===== src/rtl/dmem_port_arbiter.sv =====
// Two-master arbiter and sequencer for the single-port 32-bit data RAM (CPU = m0, DMA = m1).
// Optional m1 starvation guard is compiled in when DMEM_ARB_STARVE_GUARD_EN is defined.
module dmem_port_arbiter #(
  parameter int AW           = 14,
  parameter int BURST_MAX    = 16,
  parameter int STARVE_LIMIT = 8
) (
  input  logic          clk,
  input  logic          rst,
  input  logic          m0_req,
  input  logic          m0_we,
  input  logic [3:0]    m0_wstrb,
  input  logic [31:0]   m0_addr,
  input  logic [31:0]   m0_wdata,
  output logic          m0_gnt,
  output logic          m0_rvalid,
  output logic [31:0]   m0_rdata,
  input  logic          m1_req,
  input  logic          m1_we,
  input  logic [3:0]    m1_wstrb,
  input  logic [31:0]   m1_addr,
  input  logic [31:0]   m1_wdata,
  input  logic          m1_lock,
  output logic          m1_gnt,
  output logic          m1_rvalid,
  output logic [31:0]   m1_rdata,
  output logic          ram_en,
  output logic [3:0]    ram_we,
  output logic [AW-1:0] ram_addr,
  output logic [31:0]   ram_wdata,
  input  logic [31:0]   ram_rdata
);

  localparam int BCW = $clog2(BURST_MAX + 1);
  localparam logic [BCW-1:0] BURST_MAX_C = BCW'(BURST_MAX);
  localparam logic [BCW-1:0] BURST_ONE_C = BCW'(1);

  typedef enum logic [1:0] {
    ST_IDLE      = 2'd0,
    ST_OWN0      = 2'd1,
    ST_OWN1_LOCK = 2'd2
  } state_t;

  state_t          state_r, state_nxt_s;
  logic [BCW-1:0]  burst_cnt_r, burst_nxt_s;
  logic            gnt0_s, gnt1_s, lock_cont_s, starve_win_s;
  logic            sel_we_s;
  logic [3:0]      sel_wstrb_s;
  logic [AW-1:0]   sel_addr_s;
  logic [31:0]     sel_wdata_s;
  logic            ram_en_r;
  logic [3:0]      ram_we_r;
  logic [AW-1:0]   ram_addr_r;
  logic [31:0]     ram_wdata_r;
  logic            rd_v1_r, rd_own1_r;
  logic            rvalid0_r, rvalid1_r;
  logic [31:0]     hold0_r, hold1_r;
  logic            unused_s;

  // Byte-offset bits and the part of the address above the RAM window are not used.
  assign unused_s = ^{m0_addr[31:AW+2], m0_addr[1:0], m1_addr[31:AW+2], m1_addr[1:0]};

`ifdef DMEM_ARB_STARVE_GUARD_EN
  localparam int SCW = $clog2(STARVE_LIMIT + 1);
  localparam logic [SCW-1:0] STARVE_LIMIT_C = SCW'(STARVE_LIMIT);
  logic [SCW-1:0] starve_cnt_r;

  assign starve_win_s = (starve_cnt_r == STARVE_LIMIT_C);

  // Counts consecutive m1 denials, saturating at the limit.
  always_ff @(posedge clk or posedge rst) begin
    if (rst) begin
      starve_cnt_r <= '0;
    end else if (gnt1_s) begin
      starve_cnt_r <= '0;
    end else if (m1_req && !starve_win_s) begin
      starve_cnt_r <= starve_cnt_r + SCW'(1);
    end
  end
`else
  // Guard compiled out: m1 never wins over a requesting m0 outside a lock.
  assign starve_win_s = (STARVE_LIMIT < 0);
`endif

  // Arbitration, next ownership state and burst counter.
  always_comb begin
    gnt0_s      = 1'b0;
    gnt1_s      = 1'b0;
    state_nxt_s = ST_IDLE;
    burst_nxt_s = '0;
    case (state_r)
      ST_OWN1_LOCK: lock_cont_s = m1_req & m1_lock & (burst_cnt_r != BURST_MAX_C);
      default:      lock_cont_s = 1'b0;
    endcase
    if (rst) begin
      gnt0_s = 1'b0;
      gnt1_s = 1'b0;
    end else if (lock_cont_s) begin
      gnt1_s      = 1'b1;
      state_nxt_s = ST_OWN1_LOCK;
      burst_nxt_s = burst_cnt_r + BURST_ONE_C;
    end else if (m1_req && (starve_win_s || !m0_req)) begin
      gnt1_s = 1'b1;
      if (m1_lock) begin
        state_nxt_s = ST_OWN1_LOCK;
        burst_nxt_s = BURST_ONE_C;
      end else begin
        state_nxt_s = ST_IDLE;
        burst_nxt_s = '0;
      end
    end else if (m0_req) begin
      gnt0_s      = 1'b1;
      state_nxt_s = ST_OWN0;
    end else begin
      state_nxt_s = ST_IDLE;
    end
  end

  // Request fields of whichever master wins this cycle.
  always_comb begin
    if (gnt1_s) begin
      sel_we_s    = m1_we;
      sel_wstrb_s = m1_wstrb;
      sel_addr_s  = m1_addr[AW+1:2];
      sel_wdata_s = m1_wdata;
    end else begin
      sel_we_s    = m0_we;
      sel_wstrb_s = m0_wstrb;
      sel_addr_s  = m0_addr[AW+1:2];
      sel_wdata_s = m0_wdata;
    end
  end

  // Ownership state register.
  always_ff @(posedge clk or posedge rst) begin
    if (rst) begin
      state_r     <= ST_IDLE;
      burst_cnt_r <= '0;
    end else begin
      state_r     <= state_nxt_s;
      burst_cnt_r <= burst_nxt_s;
    end
  end

  // RAM command stage plus the owner tag that follows each read to its return cycle.
  always_ff @(posedge clk or posedge rst) begin
    if (rst) begin
      ram_en_r    <= 1'b0;
      ram_we_r    <= 4'd0;
      ram_addr_r  <= '0;
      ram_wdata_r <= 32'd0;
      rd_v1_r     <= 1'b0;
      rd_own1_r   <= 1'b0;
      rvalid0_r   <= 1'b0;
      rvalid1_r   <= 1'b0;
    end else begin
      ram_en_r  <= gnt0_s | gnt1_s;
      ram_we_r  <= (gnt0_s | gnt1_s) ? (sel_wstrb_s & {4{sel_we_s}}) : 4'd0;
      rd_v1_r   <= (gnt0_s | gnt1_s) & ~sel_we_s;
      rd_own1_r <= gnt1_s;
      rvalid0_r <= rd_v1_r & ~rd_own1_r;
      rvalid1_r <= rd_v1_r & rd_own1_r;
      if (gnt0_s || gnt1_s) begin
        ram_addr_r  <= sel_addr_s;
        ram_wdata_r <= sel_wdata_s;
      end
    end
  end

  // Last delivered word per master, shown while that master has no rvalid.
  always_ff @(posedge clk or posedge rst) begin
    if (rst) begin
      hold0_r <= 32'd0;
      hold1_r <= 32'd0;
    end else begin
      if (rvalid0_r) hold0_r <= ram_rdata;
      if (rvalid1_r) hold1_r <= ram_rdata;
    end
  end

  assign m0_gnt    = gnt0_s;
  assign m1_gnt    = gnt1_s;
  assign m0_rvalid = rvalid0_r;
  assign m1_rvalid = rvalid1_r;
  assign m0_rdata  = rvalid0_r ? ram_rdata : hold0_r;
  assign m1_rdata  = rvalid1_r ? ram_rdata : hold1_r;
  assign ram_en    = ram_en_r;
  assign ram_we    = ram_we_r;
  assign ram_addr  = ram_addr_r;
  assign ram_wdata = ram_wdata_r;

endmodule


===== config.mk =====
export PLATFORM = sky130hd
export DESIGN_NAME = dmem_port_arbiter
export DESIGN_NICKNAME = d
export VERILOG_FILES = /design/src/rtl/dmem_port_arbiter.sv
export SDC_FILE = /design/constraint.sdc
export NUM_CORES = 1
export LEC_CHECK = 0
export CAP_MARGIN = 20
export CORE_ASPECT_RATIO = 0.5
export CORE_UTILIZATION = 40
export DETAILED_ROUTE_END_ITERATION = 8
export HOLD_SLACK_MARGIN = 0.1
export PLACE_DENSITY = 0.83
export SKIP_CTS_REPAIR_TIMING = 1
export SLEW_MARGIN = 20
export SYNTH_ARGS = -nofsm -noshare
export SYNTH_HDL_FRONTEND = slang
export SYNTH_SLANG_ARGS = --single-unit

===== constraint.sdc =====
create_clock -name clk -period 12.6 [get_ports clk]
set_input_delay 1.89 -clock clk [delete_from_list [all_inputs] [get_ports clk]]
set_output_delay 1.89 -clock clk [all_outputs]
set_load 0.01 [all_outputs]

==> impl_metrics.py, run 1 <==
metrics = {
    "run_status": {
        "status": "finished with violations",
        "violations": "DRC",
    },
    "worst_setup_path": {
        "crit_required_ps": 10710,
        "r2r_cells": 6,
        "startpoint": "m1_req",
        "r2r_slack_ps": 10370,
        "r2r_end": "ram_we[0]",
        "crit_fanout": 5,
        "timing.rr.start": "burst_cnt_r[0]",
        "endpoint": "m1_gnt",
        "worstPathArrival_ps": 3690,
        "startpoint_type": "input pin",
        "critPathCaptureType": "output port",
        "critical_path_class": "input pin to output port",
    },
    "place": {
        "io_buffers": 257,
        "dp_cells": 850,
        "place.detailed.hpwl_microns": 10600,
        "gp_congestion": 0.854,
        "dpl_worst_slack_ps": 7030,
    },
    "finish": {
        "fin_nets": 876,
        "area_growth_pct": 61.6,
        "fill_cells": 954,
        "postLayoutCoreUtil_pct": 67.6,
        "drive_gt1_share_pct": 18.3,
        "num_antenna_cells": 0,
        "instances_no_fill": 882,
    },
    "clock_tree": {
        "cts_tree": "done",
        "cts.clk_slew.worst_paths_ps": 60,
        "clk_latency_ps": 400,
        "htree_levels": 4,
        "ctsLongestPathBuffers": 2,
        "cts_buffers": 17,
        "cts-root-buf": "clkbuf_16",
        "cts_num_sinks": 126,
    },
    "floorplanning": {
        "ioPinCount": 294,
        "fp.dieW_microns": 166,
        "fp.dieH_microns": 84.2,
        "start_util_pct": 41.8,
        "dieArea_sq_um": 14000,
        "num_rows": 29,
        "core_area_sq_um": 12900,
    },
    "worst_hold_path": {
        "hold_class": "flip-flop to flip-flop",
        "hold_start": "rd_own1_r",
    },
    "global_route": {
        "overflow": 0,
        "grt_max_degree": 65,
        "grt_pass1_wl_microns": 24700,
        "grtUsageTotal_pct": 22.5,
        "antenna_found_initial": 0,
        "grt_pass1_vias": 4768,
    },
    "power_and_ir_drop": {
        "sw_frac_of_total_pct": 25.9,
        "power_frac_seq_pct": 36.1,
        "clkPwrFrac_pct": 37.7,
        "peakVddDrop_mv": 0.0873,
        "combPwrFrac_pct": 26.2,
        "p_leak_nw": 3.74,
        "p_switching_mw": 0.358,
        "power_density_nw_per_um2": 159,
        "internal-power_mw": 1.03,
    },
    "yosys": {
        "yosys_warnings": 0,
        "synth_xor_area_share_pct": 0.486,
        "synth_top_flop_cell": "dfrtp_1",
        "synth-compound-area-share_pct": 11.7,
        "synthAdderAreaFrac_pct": 0.463,
        "syn-num-nets": 623,
        "synth-simple-area-share_pct": 9.33,
        "synthesis.area_sq_um": 5400,
        "ys_ff_latch": 126,
        "ys_seq_area_share_pct": 58.4,
        "synthArstFlopShare_pct": 100,
        "muxShareOfSynthArea_pct": 13.3,
        "synth_cell_type_count": 36,
        "synth_edf_count": 0,
        "synth_top_family_by_area": "multiplexers",
        "syn_inst": 446,
        "synth.avg_cell_area_sq_um": 12.1,
    },
    "job": {
        "maxCapViolations": 0,
    },
    "sta": {
        "drv_slew": 0,
        "worst_clock_skew_ps": 9.17,
        "timing.fmax_ghz": 0.179,
        "finalSetupViolCount": 0,
        "max_slew_margin_pct": 44.9,
        "worst_slack_ps": 7020,
        "fin_crit_ps": 5580,
        "worst_pin_slew_ps": 826,
        "min_period_over_period_pct": 44.2,
        "rsz0062_at_grt": "no",
        "finalHoldViolations": 0,
        "finalSetupTns_ps": 0,
        "hold_ws_ps": 419,
    },
    "detailed_routing": {
        "wl_microns": 15400,
        "wl_per_cell_microns": 17.4,
        "vias": 4435,
        "ant_nets": 0,
        "drtPass1Iterations": 8,
        "drt-initial-drc-count": 217,
        "drcViolationCount": 5,
        "via_per_inst": 5.03,
    },
}
[placed cells by master, fill, tap and decap left out, drive strengths merged]
master / netlist / layout
clkdlybuf4s50: 0 / 256
dfrtp: 126 / 126
nor2: 94 / 94
mux2: 64 / 64
inv: 50 / 54
a221oi: 46 / 46
clkbuf: 7 / 17
buf: 22 / 7
clkinv: 0 / 7
bufinv: 0 / 4
a21oi: 4 / 4
a32o: 3 / 3
nand3: 3 / 3
nor3: 3 / 3
a22o: 2 / 2
nor2b: 2 / 2
xor2: 2 / 2
ha: 2 / 2
o21ai: 2 / 2
o21ba: 1 / 1
and4b: 1 / 1
nand4bb: 1 / 1
nand2b: 1 / 1
nand4b: 1 / 1
and4bb: 1 / 1
or2b: 1 / 1
nand2: 1 / 1
and3: 1 / 1
a211oi: 1 / 1
xnor2: 1 / 1
nor3b: 1 / 1
and3b: 1 / 1
and2: 1 / 1
[through the flow]
step                      instance area, sq um  power [mW]
after global placement                    8090       0.860
after global routing                      8730        1.44
final                                     8730        1.38
after floorplan                           5400       0.653
after detailed placement                  8090       0.871
after CTS                                 8720        1.40
[registers in the layout, indices dropped and copies added (netlist names)]
register	flops
rd_own1_r	1
hold1_r	32
rd_v1_r	1
ram_addr	14
ram_wdata	32
m1_rvalid	1
burst_cnt_r	5
ram_en	1
state_r	2
hold0_r	32
ram_we	4
m0_rvalid	1
[per-layer routing]
metal	vias up	GRT usage [%]	routed length (microns)
met1	2200	25.0	5840
met4	0	12.0	582
met3	44	5.04	691
met2	159	40.9	8250
met5	-	0	0
li1	2032	-	-
[cells in the mapped netlist (2+ instances only)]
cell      number  share of area, %
a21oi_1        3              0.28
a221oi_1      26               4.2
a221oi_2      20               5.6
a22o_1         2              0.32
a32o_1         3              0.56
buf_1          2              0.14
buf_2         16               1.5
buf_6          3              0.63
clkbuf_1       7              0.49
dfrtp_1      126                58
ha_1           2              0.46
inv_1         50               3.5
mux2_2        64                13
nand3_1        3              0.28
nor2_1        94               6.5
nor2b_1        2              0.23
nor3_1         3              0.28
xor2_1         2              0.32
[how the worst min path moves through the flow]
stage	end	slack, ps	cells after the start
2_1_floorplan	m0_rvalid	390	1
3_3_place_gp	m0_rvalid	400	1
3_5_place_dp	m0_rvalid	410	1
4_1_cts	m0_rvalid	420	1
5_1_grt	m0_rvalid	430	1
6_report	m0_rvalid	420	1
[layout make-up]
type                       count  area, sq um  area share, %
sequential                   126         3150           36.1
timing repair buffer         263         2610           29.9
multi-input combinational    241         1930           22.1
clock buffer                  17          425           4.87
tap                          170          213           2.44
clock inverter                15          209           2.39
inverter                      50          190           2.18
[kinds of logic after synthesis]
logic type | after synthesis
compound gates | 59
xor+xnor | 3
fa+ha+maj | 2
buf+inv | 79
flops | 126
mux | 64
simple gates | 113
[worst max-delay path, cell delays in order]
cell             delay, ps
clkdlybuf4s50_1        550
and4b_4                310
nand2_1                140
a21oi_1                210
clkdlybuf4s50_1        580
[power groups by stage]
| stage | clock [mW] | sequential (mW) | combinational (mW) |
|---|---|---|---|
| after floorplan | 0 | 0.511 | 0.143 |
| after detailed placement | 0 | 0.507 | 0.364 |
| after global placement | 0 | 0.503 | 0.357 |
| final | 0.522 | 0.500 | 0.363 |
| after global routing | 0.552 | 0.509 | 0.385 |
| after CTS | 0.533 | 0.501 | 0.366 |
(Power assumes the default switching activity.)
==> run 2, diff against run 1 <==
--- a/config.mk
+++ b/config.mk
@@ -7,10 +7,10 @@
 export LEC_CHECK = 0
 export CAP_MARGIN = 20
 export CORE_ASPECT_RATIO = 0.5
-export CORE_UTILIZATION = 40
+export CORE_UTILIZATION = 39
 export DETAILED_ROUTE_END_ITERATION = 8
 export HOLD_SLACK_MARGIN = 0.1
-export PLACE_DENSITY = 0.83
+export PLACE_DENSITY = 0.81
 export SKIP_CTS_REPAIR_TIMING = 1
 export SLEW_MARGIN = 20
 export SYNTH_ARGS = -nofsm -noshare
==> constraint.sdc (replaced) <==
create_clock -name clk -period 5.5 [get_ports clk]
set_input_delay 0.825 -clock clk [delete_from_list [all_inputs] [get_ports clk]]
set_output_delay 0.825 -clock clk [all_outputs]
set_load 0.01 [all_outputs]
==> impl_metrics.py, run 2 (synthesized netlist as in run 1, its figures left out) <==
metrics = {
    "sta": {
        "rsz0062_at_grt": "no",
        "drv_slew": 0,
        "worst_clock_skew_ps": 9.98,
        "max_slew_margin_pct": 45.5,
        "hold_ws_ps": 426,
        "finalSetupViolCount": 0,
        "timing.fmax_ghz": 0.285,
        "finalSetupTns_ps": 0,
        "worst_pin_slew_ps": 818,
        "fin_crit_ps": 3510,
        "finalHoldViolations": 0,
        "min_period_over_period_pct": 63.9,
        "worst_slack_ps": 1990,
    },
    "finish": {
        "fin_area_sq_um": 8750,
        "final_cell_mix": "clkdlybuf4s50_1, dfrtp_1, nor2_1, mux2_2, inv_1",
        "area_growth_pct": 62.0,
        "fin_nets": 876,
        "final_common_cell": "clkdlybuf4s50_1",
        "drive_gt1_share_pct": 18.3,
        "num_antenna_cells": 0,
        "instances_no_fill": 898,
        "postLayoutCoreUtil_pct": 66.8,
    },
    "worst_setup_path": {
        "worst-path-stages": 5,
        "timing.rr.start": "burst_cnt_r[0]",
        "critPathCaptureType": "output port",
        "crit_required_ps": 4680,
        "path_cells": "clkdlybuf4s50_1, and4b_4, nand2_1, a21oi_1, clkdlybuf4s50_1",
        "r2r_cells": 6,
        "crit_slowest_cell": "clkdlybuf4s50_1",
        "crit_buf_inv": 2,
        "cp_common_cell": "clkdlybuf4s50_1",
        "r2r_slack_ps": 2990,
        "cpLargestDelayFamily": "buffers and inverters",
        "r2r_end": "ram_wdata[28]",
        "max_stage_delay_ps": 620,
        "critical_path_class": "input pin to output port",
        "crit_fanout": 5,
        "startpoint_type": "input pin",
        "worstPathArrival_ps": 2690,
    },
    "power_and_ir_drop": {
        "power_mw": 3.18,
        "p_leak_nw": 3.73,
        "power_density_nw_per_um2": 364,
        "peakVddDrop_mv": 0.215,
    },
    "job": {
        "maxCapViolations": 0,
    },
    "global_route": {
        "grt_pass1_vias": 4873,
        "overflow": 0,
        "grt_max_degree": 67,
        "grt_pass1_wl_microns": 25200,
        "antenna_found_initial": 0,
        "grtUsageTotal_pct": 23.0,
    },
    "clock_tree": {
        "cts-root-buf": "clkbuf_16",
        "cts.clk_slew.worst_paths_ps": 60,
        "htree_levels": 4,
        "cts_tree": "done",
        "cts_buffers": 17,
        "clk_latency_ps": 410,
        "cts_num_sinks": 126,
        "ctsLongestPathBuffers": 2,
    },
    "floorplanning": {
        "dieArea_sq_um": 14400,
        "ioPinCount": 294,
        "fp.dieH_microns": 85.2,
        "num_rows": 29,
        "fp.dieW_microns": 168,
        "core_area_sq_um": 13100,
        "start_util_pct": 41.2,
    },
    "place": {
        "dp_cells": 866,
        "dpl_worst_slack_ps": 2050,
        "placed_area_sq_um": 8110,
        "gp_congestion": 0.758,
        "place.detailed.hpwl_microns": 10800,
        "io_buffers": 257,
    },
    "worst_hold_path": {
        "hold_start": "rd_own1_r",
        "hold_class": "flip-flop to flip-flop",
        "whs_path_depth": 1,
        "whs_endpoint": "m0_rvalid",
    },
    "detailed_routing": {
        "vias": 4417,
        "ant_nets": 0,
        "drt-initial-drc-count": 166,
        "drtPass1Iterations": 5,
        "wl_microns": 15900,
        "wl_per_cell_microns": 17.7,
        "drcViolationCount": 0,
        "via_per_inst": 4.92,
    },
    "run_status": {
        "status": "complete, no violations",
    },
}
## run 2: cell type report
| class | instances | area [sq um] |
|---|---|---|
| clock buffer | 17 | 425 |
| clock inverter | 15 | 211 |
| fill | 999 | 4350 |
| inverter | 50 | 190 |
| multi-input combinational | 241 | 1930 |
| sequential | 126 | 3150 |
| tap | 186 | 233 |
| timing repair buffer | 263 | 2610 |
## run 2: worst max path at each step
stage	to	slack, ps	startpoint
floorplan	burst_cnt_r[0]	1130	rst
global placement	m1_gnt	2090	m1_req
detailed placement	m1_gnt	2050	m1_req
CTS	m1_gnt	2030	m1_req
global route	m1_gnt	1920	m1_req
finish	m1_gnt	1990	m1_req
## run 2: metal layers
metal / part of all wire (%) / track usage, % / vias up
met5: 0 / 0 / -
met4: 2.9 / 11.4 / 0
met3: 3.6 / 3.87 / 35
met2: 54 / 42.4 / 149
met1: 39 / 26.2 / 2188
li1: - / - / 2045
## run 2: power by group
group / leakage, nW / internal [mW] / switching, mW
clock: 0.302 / 0.767 / 0.437
sequential: 1.50 / 1.09 / 0.0553
combinational: 1.93 / 0.495 / 0.342
==> run 3, diff against run 2 <==
--- a/config.mk
+++ b/config.mk
@@ -7,10 +7,10 @@
 export LEC_CHECK = 0
 export CAP_MARGIN = 20
 export CORE_ASPECT_RATIO = 0.5
-export CORE_UTILIZATION = 39
+export CORE_UTILIZATION = 35
 export DETAILED_ROUTE_END_ITERATION = 8
 export HOLD_SLACK_MARGIN = 0.1
-export PLACE_DENSITY = 0.81
+export PLACE_DENSITY = 0.77
 export SKIP_CTS_REPAIR_TIMING = 1
 export SLEW_MARGIN = 20
 export SYNTH_ARGS = -nofsm -noshare
==> constraint.sdc (replaced) <==
create_clock -name clk -period 3.04 [get_ports clk]
set_input_delay 0.456 -clock clk [delete_from_list [all_inputs] [get_ports clk]]
set_output_delay 0.456 -clock clk [all_outputs]
set_load 0.01 [all_outputs]
==> impl_metrics.py, run 3 (synthesized netlist as in run 1, its figures left out) <==
metrics = {
    "power_and_ir_drop": {
        "power_mw": 5.56,
        "clkPwrFrac_pct": 35.9,
        "internal-power_mw": 4.13,
        "combPwrFrac_pct": 27.1,
        "p_switching_mw": 1.43,
        "sw_frac_of_total_pct": 25.8,
        "power_density_nw_per_um2": 636,
        "p_leak_nw": 3.72,
        "peakVddDrop_mv": 0.415,
        "power_frac_seq_pct": 37.1,
    },
    "place": {
        "placed_area_sq_um": 8170,
        "place.detailed.hpwl_microns": 10500,
        "gp_congestion": 0.820,
        "io_buffers": 257,
    },
    "worst_setup_path": {
        "cp_common_cell": "clkdlybuf4s50_1",
        "crit_fanout": 5,
        "cpLargestDelayFamily": "buffers and inverters",
        "max_stage_delay_ps": 610,
        "path_cells": "clkdlybuf4s50_1, and4b_4, nand2_1, a21oi_1, clkdlybuf4s50_1",
        "worstPathArrival_ps": 2250,
        "startpoint_type": "input pin",
        "critical_path_class": "input pin to output port",
        "crit_required_ps": 2580,
        "critPathCaptureType": "output port",
        "crit_buf_inv": 2,
        "crit_slowest_cell": "clkdlybuf4s50_1",
    },
    "sta": {
        "finalSetupViolCount": 0,
        "worst_pin_slew_ps": 698,
        "min_period_over_period_pct": 89.1,
        "finalSetupTns_ps": 0,
        "rsz0062_at_grt": "no",
        "timing.fmax_ghz": 0.369,
        "worst_clock_skew_ps": 7.61,
        "max_slew_margin_pct": 53.5,
        "finalHoldViolations": 0,
        "drv_slew": 0,
        "hold_ws_ps": 414,
        "fin_crit_ps": 2710,
    },
    "global_route": {
        "grt_max_degree": 127,
        "grtUsageTotal_pct": 19.6,
        "grt_pass1_wl_microns": 24300,
        "grt_pass1_vias": 4682,
        "antenna_found_initial": 0,
        "overflow": 0,
    },
    "finish": {
        "num_antenna_cells": 0,
        "fin_nets": 878,
        "area_growth_pct": 61.9,
        "final_cell_mix": "clkdlybuf4s50_1, dfrtp_1, nor2_1, mux2_2, inv_1",
        "multi_input_area_sq_um": 1920,
        "fin_area_sq_um": 8750,
        "ff_latch_area_sq_um": 3150,
        "final_common_cell": "clkdlybuf4s50_1",
        "drive_gt1_share_pct": 18.4,
        "fill_cells": 1204,
    },
    "detailed_routing": {
        "wl_per_cell_microns": 16.7,
        "drtPass1Iterations": 4,
        "via_per_inst": 4.82,
        "drcViolationCount": 0,
        "drt-initial-drc-count": 195,
        "ant_nets": 0,
        "wl_microns": 15200,
        "vias": 4387,
    },
    "clock_tree": {
        "cts_tree": "done",
        "ctsLongestPathBuffers": 2,
        "cts_buffers": 17,
        "cts-root-buf": "clkbuf_16",
        "htree_levels": 4,
        "cts_num_sinks": 126,
        "clk_latency_ps": 400,
        "cts.clk_slew.worst_paths_ps": 60,
    },
    "floorplanning": {
        "start_util_pct": 36.6,
        "num_rows": 31,
        "core_area_sq_um": 14800,
        "dieArea_sq_um": 16000,
        "ioPinCount": 294,
        "fp.dieH_microns": 89.9,
        "fp.dieW_microns": 178,
    },
    "job": {
        "maxCapViolations": 0,
    },
    "worst_hold_path": {
        "hold_class": "flip-flop to flip-flop",
    },
    "run_status": {
        "status": "complete, no violations",
    },
}
-- run 3: changes by cell type in the layout (fill, tap and decap cells not counted), moves of 2 or more --
cell	delta
clkinv_2	+4
clkbuf_8	+3
inv_6	-3
buf_12	+2
bufinv_16	-2
clkinv_4	-2
-- run 3: metal layers --
metal | part of all wire (%) | track usage [%]
met1 | 41 | 23.0
met2 | 51 | 33.7
met3 | 4.0 | 4.10
met4 | 3.7 | 10.2
met5 | 0 | 0
-- run 3: path summary, 6_finish.rpt --
path / startpoint / endpoint / slack, ps / cells after the start
max: m1_req / m1_gnt / 330 / 5
min: rd_own1_r / m0_rvalid / 410 / 1
max reg2reg: burst_cnt_r[0] / ram_wdata[28] / 1000 / 6
min reg2reg: rd_own1_r / m0_rvalid / 410 / 1
max in group asynchronous: rst / ram_wdata[0] / 2000 / 3
min in group asynchronous: rst / hold0_r[8] / 530 / 3
-- run 3: worst register-to-register path, stage by stage, from the launching register on --
cell	delay (ps)
dfrtp_1	390
inv_1	80
ha_1	220
nand4bb_4	180
a21oi_4	180
buf_4	580
a221oi_1	250
-- run 3: layout make-up --
type | count | share of cell area [%]
Timing Repair Buffer | 265 | 30.3
Multi-Input combinational cell | 241 | 22.0
Clock buffer | 20 | 5.33
Clock inverter | 11 | 1.33
Tap cell | 198 | 2.83
Sequential cell | 126 | 36.0
Inverter | 50 | 2.19
-- run 3: power by group through the flow --
stage / Combinational, mW / Clock, mW / Sequential (mW)
global placement: 1.50 / 0 / 2.08
CTS: 1.53 / 2.04 / 2.07
finish: 1.51 / 2.00 / 2.06
floorplan: 0.593 / 0 / 2.12
global route: 1.61 / 2.12 / 2.10
detailed placement: 1.52 / 0 / 2.10
-- run 3: through the flow --
step           cells  worst slack, ps  utilization [%]
2_1_floorplan    446             -216                -
3_3_place_gp     880              366             55.3
3_5_place_dp     880              336             55.3
4_1_cts          911              329             59.2
5_1_grt          911              253             59.2
6_report         911              332             59.2
